$ cat src/rtl/lif_config_serializer.sv
// ---------------------------------------------------------------------------
// lif_config_serializer
//
// Transmit side of the LIF parameter-load link. On an accepted start it
// captures one parallel parameter set and shifts it out MSB-first on
// serial_data while load_mode is high. The lif_data_loader consumes the
// stream. A parameter set whose threshold_min exceeds threshold_max is
// rejected with a one-cycle cfg_error pulse. Nothing is sent for a rejected
// set.
//
// Frame (sent bit FRAME_BITS-1 first):
//   {weight_a, weight_b, leak_config, threshold_min, threshold_max [, parity]}
//
// Optional feature (compile-time macro LIF_CFG_PARITY_EN):
//   defined   -> FRAME_BITS = 25. An even-parity bit (XOR of the 24 data
//                bits) follows bit 0, with the same hold time as the data
//                bits.
//   undefined -> FRAME_BITS = 24, no parity logic.
//
// Parameters:
//   CLKS_PER_BIT  enabled clk cycles each frame bit is held (>= 1)
//   GAP_CYCLES    enabled cycles with load_mode = 0 after the last bit (>= 1)
//
// Ports:
//   clk               in   1  system clock, rising edge
//   reset             in   1  asynchronous, active-high; clears all state
//   enable            in   1  clock enable; when low all state and outputs hold
//   start             in   1  send request, sampled only in IDLE with enable = 1
//   weight_a_in       in   3  channel A weight
//   weight_b_in       in   3  channel B weight
//   leak_config_in    in   2  leak mode
//   threshold_min_in  in   8  lower threshold bound
//   threshold_max_in  in   8  upper threshold bound
//   load_mode         out  1  high only while frame bits are driven
//   serial_data       out  1  current frame bit; 0 whenever load_mode = 0
//   busy              out  1  high from the cycle after an accepted start until done
//   done              out  1  one-enabled-cycle pulse at frame completion
//   cfg_error         out  1  one-enabled-cycle pulse when start is rejected
//   dbg_state_o       out  2  FSM state (0 = IDLE, 1 = SHIFT, 2 = GAP)
//
// Handshake: there is no ready signal. start is a level request. It takes
// effect on an enabled edge only while the FSM is in IDLE. This includes
// the cycle in which done is high, so frames can run back to back. While
// busy is high, start is ignored. The parameter inputs are sampled only on
// the accepting edge.
//
// Every output is a flop. No combinational path runs from any input to any
// output.
// ---------------------------------------------------------------------------
module lif_config_serializer #(
  parameter int CLKS_PER_BIT = 1,
  parameter int GAP_CYCLES   = 2
) (
  input  logic       clk,
  input  logic       reset,
  input  logic       enable,
  input  logic       start,
  input  logic [2:0] weight_a_in,
  input  logic [2:0] weight_b_in,
  input  logic [1:0] leak_config_in,
  input  logic [7:0] threshold_min_in,
  input  logic [7:0] threshold_max_in,
  output logic       load_mode,
  output logic       serial_data,
  output logic       busy,
  output logic       done,
  output logic       cfg_error,
  output logic [1:0] dbg_state_o
);

  localparam int DATA_BITS = 24;
`ifdef LIF_CFG_PARITY_EN
  localparam int FRAME_BITS = DATA_BITS + 1;
`else
  localparam int FRAME_BITS = DATA_BITS;
`endif

  localparam int DIV_W = (CLKS_PER_BIT > 1) ? $clog2(CLKS_PER_BIT) : 1;
  localparam int GAP_W = (GAP_CYCLES > 1) ? $clog2(GAP_CYCLES) : 1;
  localparam int BIT_W = $clog2(FRAME_BITS);

  localparam logic [DIV_W-1:0] DIV_LAST = DIV_W'(CLKS_PER_BIT - 1);
  localparam logic [GAP_W-1:0] GAP_LAST = GAP_W'(GAP_CYCLES - 1);
  localparam logic [BIT_W-1:0] BIT_LAST = BIT_W'(FRAME_BITS - 1);

  typedef enum logic [1:0] {
    ST_IDLE  = 2'd0,
    ST_SHIFT = 2'd1,
    ST_GAP   = 2'd2
  } state_t;

  state_t                state_q, state_d;
  logic [FRAME_BITS-1:0] shift_q, shift_d;
  logic [DIV_W-1:0]      div_q, div_d;
  logic [BIT_W-1:0]      bit_q, bit_d;
  logic [GAP_W-1:0]      gap_q, gap_d;
  logic                  load_q, load_d;
  logic                  serial_q, serial_d;
  logic                  busy_q, busy_d;
  logic                  done_q, done_d;
  logic                  cfg_error_q, cfg_error_d;

  logic [DATA_BITS-1:0]  data_w;
  logic [FRAME_BITS-1:0] frame_w;
  logic                  cfg_ok_w;

  assign data_w = {weight_a_in, weight_b_in, leak_config_in,
                   threshold_min_in, threshold_max_in};

`ifdef LIF_CFG_PARITY_EN
  // Even parity: the XOR of all 24 data bits, so the ones count across all
  // 25 frame bits is even.
  assign frame_w = {data_w, ^data_w};
`else
  assign frame_w = data_w;
`endif

  // Equal thresholds form a valid (degenerate) range.
  assign cfg_ok_w = (threshold_min_in <= threshold_max_in);

  always_ff @(posedge clk or posedge reset) begin
    if (reset) begin
      state_q     <= ST_IDLE;
      shift_q     <= '0;
      div_q       <= '0;
      bit_q       <= '0;
      gap_q       <= '0;
      load_q      <= 1'b0;
      serial_q    <= 1'b0;
      busy_q      <= 1'b0;
      done_q      <= 1'b0;
      cfg_error_q <= 1'b0;
    end else begin
      state_q     <= state_d;
      shift_q     <= shift_d;
      div_q       <= div_d;
      bit_q       <= bit_d;
      gap_q       <= gap_d;
      load_q      <= load_d;
      serial_q    <= serial_d;
      busy_q      <= busy_d;
      done_q      <= done_d;
      cfg_error_q <= cfg_error_d;
    end
  end

  always_comb begin
    state_d     = state_q;
    shift_d     = shift_q;
    div_d       = div_q;
    bit_d       = bit_q;
    gap_d       = gap_q;
    load_d      = load_q;
    serial_d    = serial_q;
    busy_d      = busy_q;
    done_d      = done_q;
    cfg_error_d = cfg_error_q;

    // When enable is low, nothing moves. Each pulse therefore lasts exactly
    // one enabled cycle.
    if (enable) begin
      done_d      = 1'b0;
      cfg_error_d = 1'b0;

      unique case (state_q)
        ST_IDLE: begin
          if (start) begin
            if (cfg_ok_w) begin
              state_d  = ST_SHIFT;
              shift_d  = frame_w;
              div_d    = '0;
              bit_d    = '0;
              load_d   = 1'b1;
              serial_d = frame_w[FRAME_BITS-1];
              busy_d   = 1'b1;
            end else begin
              cfg_error_d = 1'b1;
            end
          end
        end

        ST_SHIFT: begin
          if (div_q == DIV_LAST) begin
            div_d = '0;
            if (bit_q == BIT_LAST) begin
              // The last bit's final cycle has elapsed. The line goes quiet
              // so the loader can latch.
              state_d  = ST_GAP;
              gap_d    = '0;
              load_d   = 1'b0;
              serial_d = 1'b0;
            end else begin
              bit_d    = bit_q + 1'b1;
              shift_d  = {shift_q[FRAME_BITS-2:0], 1'b0};
              serial_d = shift_q[FRAME_BITS-2];
            end
          end else begin
            div_d = div_q + 1'b1;
          end
        end

        ST_GAP: begin
          if (gap_q == GAP_LAST) begin
            state_d = ST_IDLE;
            busy_d  = 1'b0;
            done_d  = 1'b1;
          end else begin
            gap_d = gap_q + 1'b1;
          end
        end

        default: begin
          state_d  = ST_IDLE;
          load_d   = 1'b0;
          serial_d = 1'b0;
          busy_d   = 1'b0;
        end
      endcase
    end
  end

  assign load_mode   = load_q;
  assign serial_data = serial_q;
  assign busy        = busy_q;
  assign done        = done_q;
  assign cfg_error   = cfg_error_q;
  assign dbg_state_o = state_q;

endmodule

$ cat config.mk
export PLATFORM = sky130hd
export DESIGN_NAME = lif_config_serializer
export DESIGN_NICKNAME = d
export VERILOG_FILES = /design/src/rtl/lif_config_serializer.sv
export SDC_FILE = /design/constraint.sdc
export NUM_CORES = 1
export LEC_CHECK = 0
export BUFFER_PORTS_ARGS = -buffer_cell sky130_fd_sc_hd__buf_2
export CORE_ASPECT_RATIO = 0.75
export CORE_MARGIN = 10
export CORE_UTILIZATION = 60
export DETAILED_ROUTE_END_ITERATION = 16
export PLACE_DENSITY = 0.84
export SLEW_MARGIN = 20
export SYNTH_ARGS = -nofsm -noshare
export SYNTH_HDL_FRONTEND = slang
export SYNTH_SLANG_ARGS = --single-unit
$ cat constraint.sdc
create_clock -name clk -period 4.8 [get_ports clk]
set_clock_uncertainty 0.2 [all_clocks]
set_input_delay 0.48 -clock clk [delete_from_list [all_inputs] [get_ports clk]]
set_output_delay 0.48 -clock clk [all_outputs]
set_load 0.01 [all_outputs]
==> impl_metrics.py, run 1 <==
metrics = {
    "floorplan": {
        "dieArea_sq_um": 6330,
        "die-width_um": 88.6,
        "io_pins": 35,
        "start_util_pct": 63.5,
        "die_h_um": 71.4,
        "rows": 18,
        "core-area_sq_um": 3330,
    },
    "sta": {
        "setup_viol": 0,
        "slew_violations": 0,
        "whs_ns": 0.0734,
        "final_hold_viol_count": 0,
        "min_period_ns": 2.60,
        "max_freq_ghz": 0.385,
        "slew_headroom_pct": 59.5,
        "setup-tns-final_ns": 0,
        "fin_crit_sh_pct": 54.2,
        "worst_pin_slew_ns": 0.603,
        "rsz0062_at_grt": "false",
    },
    "route": {
        "wire_per_inst_um": 15.2,
        "initialDrtViolationCount": 81,
        "wl_mm": 4.03,
        "drc": 0,
        "route.vias.total": 1474,
        "vias_per_cell": 5.56,
        "ant_nets": 0,
        "dr.pass1.iters": 4,
    },
    "critical_path": {
        "path_class": "reg2reg",
        "cp-end-kind": "flip-flop",
        "r2r_start": "dbg_state_o[0]",
        "cp.arrival_ns": 2.57,
        "slowest_delay_ns": 0.55,
        "crit_path_start_kind": "flip-flop",
        "required_ns": 4.77,
        "cp_slowest_cell": "dfrtp_1",
        "regToRegEndpoint": "shift_q[14]",
        "r2r_cells": 6,
        "r2r_slack_ns": 2.20,
        "critical_path.max_fanout": 26,
        "cp_cell_sequence": "nor2_1 > nand2_1 > a211oi_2 > a2111o_1 > buf_4 > mux2_2",
    },
    "cts": {
        "clkTransAtPathRegs_ns": 0.07,
        "cts_tree": "built",
        "cts-root-buf": "clkbuf_8",
        "cts_sinks": 36,
        "ctsResizeCount": 0,
        "hold_buffers": 0,
        "clock_latency_ns": 0.29,
        "max-clock-path-buffers": 2,
        "postCtsSetupBuffers": 0,
        "htree_levels": 2,
        "numCtsBuffers": 5,
    },
    "power": {
        "power_mw": 1.20,
        "powerDensity_nw_per_um2": 510,
        "vdd_drop_max_mv": 0.320,
        "leakagePower_nw": 1.17,
    },
    "finish": {
        "drive_above_1_share_pct": 39.6,
        "multiInputGateArea_sq_um": 1070,
        "area.growth.synth_to_final_pct": 11.6,
        "nFillCells": 252,
        "seq_area_sq_um": 901,
        "nets": 261,
        "stdcell_area_sq_um": 2360,
        "fin_util_pct": 70.9,
        "antennaDiodeCount": 0,
    },
    "synth": {
        "synth.area.mux_share_pct": 23.9,
        "synth_compound_area_share_pct": 11.4,
        "synth-simple-area-share_pct": 9.81,
        "yosysMostFrequentCell": "dfrtp_1",
        "synth_xor_area_share_pct": 0,
        "synth_fp_nets": 227,
        "yosysSeqAreaShare_pct": 42.6,
        "yosys-top-cells-area": "dfrtp_1 (43%), mux2_4 (13%), mux2_2 (11%)",
        "synth_area_per_cell_sq_um": 11.1,
        "synth_top_cell_by_area": "dfrtp_1",
        "synthesis.area_sq_um": 2120,
        "synth_cell_type_count": 34,
        "synth_top_cells_by_count": "dfrtp_1 (36), mux2_2 (20), mux2_4 (18), o21ai_0 (18), nand2_1 (16)",
        "synth-async-reset-ratio_pct": 100,
        "netlist_instances": 190,
        "synth_edf_count": 0,
        "ys_seq_elements": 36,
        "synthAdderAreaFrac_pct": 5.32,
        "yosysWarnings": 0,
        "synth_top_area_share_pct": 42.6,
        "synth_top_family_by_area": "multiplexers",
        "synth_ff_type": "dfrtp_1",
    },
    "place": {
        "place_area_sq_um": 2270,
        "gp_congestion": 0.851,
        "hpwl_mm": 2.99,
        "port_buffers": 34,
    },
    "grt": {
        "antenna_found_initial": 0,
        "grt_start_max_net_pins": 37,
        "grt.total_usage_pct": 14.3,
        "grt-ovfl-total": 0,
        "grt_pass1_vias": 1537,
        "grt_pass1_wl_mm": 7.19,
    },
    "worst_hold_path": {
        "min_path_type": "in2async",
    },
    "flow_run": {
        "max_cap_violations": 0,
    },
    "status": {
        "status": "completed",
    },
}
==> cells in the final DEF (no fill, tap or decap), types with 4 or more instances in the layout <==
| master | instances |
|---|---|
| buf_2 | 34 |
| clkbuf_8 | 6 |
| dfrtp_1 | 36 |
| ha_1 | 9 |
| inv_1 | 15 |
| mux2_2 | 20 |
| mux2_4 | 18 |
| nand2_1 | 16 |
| nand3_1 | 6 |
| nor2_1 | 5 |
| nor2b_1 | 4 |
| nor3_1 | 4 |
| o21ai_0 | 18 |
==> layout make-up <==
cell class,instances,area share (%)
multi-input cells,129,45.3
inverters,15,2.38
well taps,40,2.12
clock buffers,6,3.50
repair buffers,37,8.16
flip-flops and latches,36,38.1
clock inverters,2,0.424
==> sequential cells by signal, indices dropped and copies added, names as in the netlist <==
| register | count |
|---|---|
| shift_q | 23 |
| bit_q | 5 |
| dbg_state_o | 2 |
| busy | 1 |
| cfg_error | 1 |
| done | 1 |
| gap_q | 1 |
| load_mode | 1 |
| serial_data | 1 |
==> per-layer routing <==
| metal | global-route usage [%] | share of wire (%) | wire length, um |
|---|---|---|---|
| met1 | 19.6 | 50 | 2020 |
| met2 | 20.4 | 43 | 1720 |
| met3 | 4.29 | 5.6 | 224 |
| met4 | 5.90 | 1.9 | 75 |
| met5 | 0 | 0 | 0 |
==> report_power, final <==
part           switching (mW)  internal (mW)  total, mW
Sequential             0.0863          0.431      0.517
Combinational           0.186          0.278      0.464
Clock                   0.108          0.114      0.222
==> worst max-delay path by stage <==
stage	startpoint	end	slack, ns	depth (start not counted)
5_1_grt	dbg_state_o[0]	shift_q[15]	2.04	6
3_5_place_dp	threshold_min_in[1]	shift_q[14]	1.93	8
4_1_cts	dbg_state_o[0]	shift_q[14]	2.22	6
6_report	dbg_state_o[0]	shift_q[14]	2.20	6
2_1_floorplan	threshold_max_in[1]	shift_q[10]	2.31	9
3_3_place_gp	threshold_min_in[1]	shift_q[15]	2.00	8
==> through the flow <==
step | instances | setup WS (ns)
after floorplan | 190 | 2.31
after global placement | 257 | 2.00
after detailed placement | 257 | 1.93
after CTS | 265 | 2.22
after global routing | 265 | 2.04
final | 265 | 2.20
==> critical path: cells and delay by family, from the launching register on <==
| kind | cells | cell delay, ns |
|---|---|---|
| buf+inv | 1 | 0.38 |
| mux | 1 | 0.38 |
| flops | 1 | 0.55 |
| simple gates | 2 | 0.33 |
| compound gates | 2 | 0.62 |
==> cell families (layout without fill, tap and decap cells) <==
| kind of cell | count (synthesis) | in the layout |
|---|---|---|
| buffers and inverters | 25 | 60 |
| DFF | 36 | 36 |
| AOI/OAI and AO/OA | 38 | 38 |
| adders and majority gates | 9 | 9 |
| muxes | 39 | 39 |
| and+or+nand+nor | 43 | 43 |
Power figures use the tool's default switching activity.
==> inputs of run 2 (changes only) <==
- CORE_UTILIZATION: 60 -> 50
- PLACE_DENSITY: 0.84 -> 0.75
- clock period: 4.8 -> 2.2 ns (I/O delays scaled with it)
==> impl_metrics.py, run 2 (synthesis gave the netlist of run 1 again) <==
metrics = {
    "floorplan": {
        "die_h_um": 76.4,
        "dieArea_sq_um": 7260,
        "core-area_sq_um": 4080,
        "io_pins": 35,
        "rows": 20,
        "start_util_pct": 51.9,
        "die-width_um": 95.1,
    },
    "cts": {
        "max-clock-path-buffers": 2,
        "cts_sinks": 36,
        "cts_tree": "built",
        "cts-root-buf": "clkbuf_8",
        "postCtsSetupBuffers": 0,
        "htree_levels": 2,
        "clkTransAtPathRegs_ns": 0.07,
        "numCtsBuffers": 5,
        "clock_latency_ns": 0.28,
    },
    "finish": {
        "drive_above_1_share_pct": 43.2,
        "nFillCells": 344,
        "stdcell_area_sq_um": 2540,
        "top_register": "shift_q",
        "antennaDiodeCount": 0,
        "largest_reg_flops": 23,
        "final_cells": 296,
        "area.growth.synth_to_final_pct": 20.0,
        "nets": 277,
        "final_common_cell": "dfrtp_1",
        "final_cell_mix": "dfrtp_1 (36), buf_2 (34), mux2_2 (20)",
    },
    "route": {
        "wl_mm": 4.33,
        "initialDrtViolationCount": 111,
        "wire_per_inst_um": 14.6,
        "vias_per_cell": 5.24,
        "ant_nets": 0,
        "drc": 0,
        "dr.pass1.iters": 4,
        "route.vias.total": 1551,
    },
    "critical_path": {
        "path_class": "reg2reg",
        "cp-end-kind": "flip-flop",
        "crit_path_start_kind": "flip-flop",
        "slowest_delay_ns": 0.37,
        "cp_cell_sequence": "ha_1 > nand2_1 > nor3_1 > a2111o_1 > buf_12 > mux2_2",
        "cp_slowest_cell": "dfrtp_1",
        "cp.arrival_ns": 2.08,
        "required_ns": 2.17,
        "critical_path.max_fanout": 23,
    },
    "grt": {
        "antenna_found_initial": 0,
        "grt_pass1_vias": 1672,
        "grt-ovfl-total": 0,
        "grt_pass1_wl_mm": 7.51,
        "grt_start_max_net_pins": 37,
        "grt.total_usage_pct": 12.4,
    },
    "flow_run": {
        "max_cap_violations": 0,
    },
    "power": {
        "vdd_drop_max_mv": 0.536,
        "powerDensity_nw_per_um2": 1070,
        "power_mw": 2.73,
        "leakagePower_nw": 1.25,
    },
    "sta": {
        "worst_pin_slew_ns": 0.449,
        "slew_headroom_pct": 70.1,
        "final_hold_viol_count": 0,
        "setup-tns-final_ns": 0,
        "rsz0062_at_grt": "false",
        "fin_crit_sh_pct": 95.9,
        "slew_violations": 0,
        "fin_ws_ns": 0.0897,
        "min_period_ns": 2.11,
        "setup_viol": 0,
        "max_freq_ghz": 0.474,
    },
    "status": {
        "status": "completed",
    },
    "place": {
        "placed_cells": 287,
        "port_buffers": 34,
        "hpwl_mm": 3.25,
        "gp_congestion": 0.774,
        "place_ws_ns": -0.0997,
        "place_area_sq_um": 2440,
    },
    "worst_hold_path": {
        "min_path_type": "in2reg",
    },
}
-- run 2: cell types whose count changed in the layout (fill, tap and decap cells not counted), sizes merged --
| cell | previous run | this run |
|---|---|---|
| buf | 37 | 52 |
| clkbuf | 6 | 8 |
| clkinv | 2 | 0 |
| dlygate4sd3 | 0 | 1 |
-- run 2: critical path: cells and delay by family, from the launching register on --
family                   cells  cell delay [ns]
multiplexers                 1             0.36
adder cells (fa/ha/maj)      1             0.21
AND/OR/NAND/NOR              2             0.37
flip-flops                   1             0.37
buffers and inverters        1             0.22
AO/OA/AOI/OAI                1             0.26
-- run 2: path summary, 6_finish.rpt --
kind	start	to	slack, ns	depth (start not counted)
min in group asynchronous	reset	shift_q[19]	0.38	4
worst min register to register	load_mode	load_mode	0.29	2
worst min-delay path	start	cfg_error	0.04	3
max in group asynchronous	reset	cfg_error	1.11	4
worst max register to register	bit_q[1]	shift_q[13]	0.09	6
worst max-delay path	bit_q[1]	shift_q[13]	0.09	6
-- run 2: metal layers --
layer	GRT usage [%]	share of wire, %	vias up
li1	-	-	780
met1	17.3	50	733
met2	17.6	43	35
met3	4.04	5.8	3
met4	3.58	0.69	0
met5	0	0	-
-- run 2: area by class of cell --
type | instances | area, sq um | share of cell area (%)
multi-input cells | 129 | 1080 | 42.7
flip-flops and latches | 36 | 901 | 35.5
repair buffers | 53 | 340 | 13.4
clock buffers | 8 | 90.1 | 3.55
well taps | 55 | 68.8 | 2.71
inverters | 15 | 56.3 | 2.22
-- run 2: timing repair --
action                                  CTS  global route
endpoints found under the setup margin    0             5
endpoints found under the hold margin    36             0
resized for setup                         0             1
hold buffers                              1             0
-- run 2: where the power goes --
group / total, mW / switching [mW] / internal, mW
registers: 1.11 / 0.165 / 0.941
clock network: 0.479 / 0.224 / 0.255
logic: 1.14 / 0.460 / 0.684
total: 2.73 / 0.849 / 1.88
-- run 2: per-stage QoR --
stage	util, %	hold slack [ns]
after floorplan	-	0.180
after global routing	62.3	0.0593
after detailed placement	59.8	0.151
after CTS	62.2	0.0403
after global placement	59.8	0.154
final	62.3	0.0393
==> inputs of run 3 (changes only) <==
- REMOVE_ABC_BUFFERS: default -> 1
==> impl_metrics.py, run 3 (synthesis gave the netlist of run 1 again) <==
metrics = {
    "status": {
        "status": "completed",
    },
    "grt": {
        "grt_start_max_net_pins": 37,
        "grt_pass1_wl_mm": 7.29,
        "grt_pass1_vias": 1560,
        "grt-ovfl-total": 0,
        "antenna_found_initial": 0,
        "grt.total_usage_pct": 12.1,
    },
    "route": {
        "route.vias.total": 1535,
        "wire_per_inst_um": 14.7,
        "dr.pass1.iters": 4,
        "vias_per_cell": 5.26,
        "initialDrtViolationCount": 65,
        "wl_mm": 4.29,
        "ant_nets": 0,
        "drc": 0,
    },
    "finish": {
        "final_cell_mix": "dfrtp_1 (36), buf_2 (34), mux2_2 (20)",
        "drive_above_1_share_pct": 42.2,
        "antennaDiodeCount": 0,
        "largest_reg_flops": 23,
        "final_common_cell": "dfrtp_1",
        "nets": 273,
        "top_register": "shift_q",
        "area.growth.synth_to_final_pct": 18.3,
    },
    "cts": {
        "clock_latency_ns": 0.28,
        "cts_sinks": 36,
        "htree_levels": 2,
        "cts-root-buf": "clkbuf_8",
        "cts_tree": "built",
        "numCtsBuffers": 5,
        "clkTransAtPathRegs_ns": 0.08,
        "max-clock-path-buffers": 2,
    },
    "power": {
        "leakagePower_nw": 1.23,
        "powerDensity_nw_per_um2": 1110,
        "power_mw": 2.77,
        "vdd_drop_max_mv": 0.610,
    },
    "floorplan": {
        "rows": 20,
        "dieArea_sq_um": 7260,
        "die_h_um": 76.4,
        "die-width_um": 95.1,
        "start_util_pct": 51.9,
        "io_pins": 35,
        "core-area_sq_um": 4080,
    },
    "sta": {
        "min_period_ns": 2.09,
        "setup-tns-final_ns": 0,
        "final_hold_viol_count": 0,
        "max_freq_ghz": 0.479,
        "setup_viol": 0,
        "slew_violations": 0,
        "rsz0062_at_grt": "false",
        "fin_crit_sh_pct": 94.9,
        "worst_pin_slew_ns": 0.446,
        "slew_headroom_pct": 70.3,
        "fin_ws_ns": 0.112,
    },
    "critical_path": {
        "critical_path.max_fanout": 12,
        "r2r_slack_ns": 0.11,
        "path_class": "reg2reg",
        "r2r_cells": 6,
        "cp_top_family": "compound AO/OA/AOI/OAI gates",
        "cp_cell_sequence": "ha_1 > nand2_1 > nor3_1 > a2111o_1 > buf_4 > mux2_4",
        "cp.arrival_ns": 2.06,
        "crit_path_start_kind": "flip-flop",
        "crit_buf_inv": 1,
        "cp-end-kind": "flip-flop",
        "cp.depth": 6,
        "regToRegEndpoint": "shift_q[9]",
        "slowest_delay_ns": 0.42,
        "cp_slowest_cell": "a2111o_1",
        "r2r_start": "bit_q[0]",
        "required_ns": 2.17,
    },
    "worst_hold_path": {
        "worstHoldPathCells": 3,
        "min_path_type": "in2reg",
        "hold_path_end": "cfg_error",
        "min-delay-start": "start",
    },
    "place": {
        "hpwl_mm": 3.15,
        "port_buffers": 34,
        "gp_congestion": 0.859,
        "place_ws_ns": -0.121,
    },
    "flow_run": {
        "max_cap_violations": 0,
    },
}
run 3: through the flow:
stage	utilization, %	hold slack [ns]	cell area (sq um)	std cells
floorplan	-	0.116	2020	180
CTS	61.4	0.0426	2500	292
finish	61.4	0.0395	2500	292
global route	61.4	0.0637	2500	292
detailed placement	58.4	0.144	2380	283
global placement	58.4	0.147	2380	283
run 3: worst min-delay path: cells and delay by family:
family | cells | cell delay [ns]
compound gates | 2 | 0.15
buf+inv | 1 | 0.11
run 3: area by class of cell:
class	instances	area [sq um]
flip-flops and latches	36	901
clock inverters	3	42.5
clock buffers	5	68.8
well taps	55	68.8
fillers	350	1570
inverters	15	56.3
multi-input cells	129	1070
repair buffers	49	298
run 3: layer usage:
metal / part of all wire, % / wire, um / up-vias / global-route usage [%]
met2: 44 / 1870 / 40 / 17.8
met3: 6.3 / 272 / 2 / 4.13
li1: - / - / 764 / -
met5: 0 / 0 / - / 0
met4: 0.19 / 8 / 0 / 2.24
met1: 50 / 2140 / 729 / 16.9
run 3: timing repair:
item                      CTS  global route
hold buffers                1             0
hold endpoints to repair   36             0
buffers inserted            0             0
gates resized for setup     0             0
run 3: worst max-delay path by stage:
stage	slack, ns	to	startpoint
final	0.11	shift_q[9]	bit_q[0]
after global routing	0.03	shift_q[15]	bit_q[0]
after CTS	0.10	shift_q[9]	bit_q[0]
after detailed placement	-0.12	shift_q[18]	threshold_max_in[7]
after global placement	-0.06	shift_q[19]	threshold_max_in[7]
after floorplan	-0.67	shift_q[10]	dbg_state_o[0]
run 3: where the power goes:
part	internal, mW	total [mW]	switching, mW
Sequential	0.940	1.10	0.162
Combinational	0.650	1.09	0.441
Clock	0.335	0.577	0.242
Total	1.93	2.77	0.845
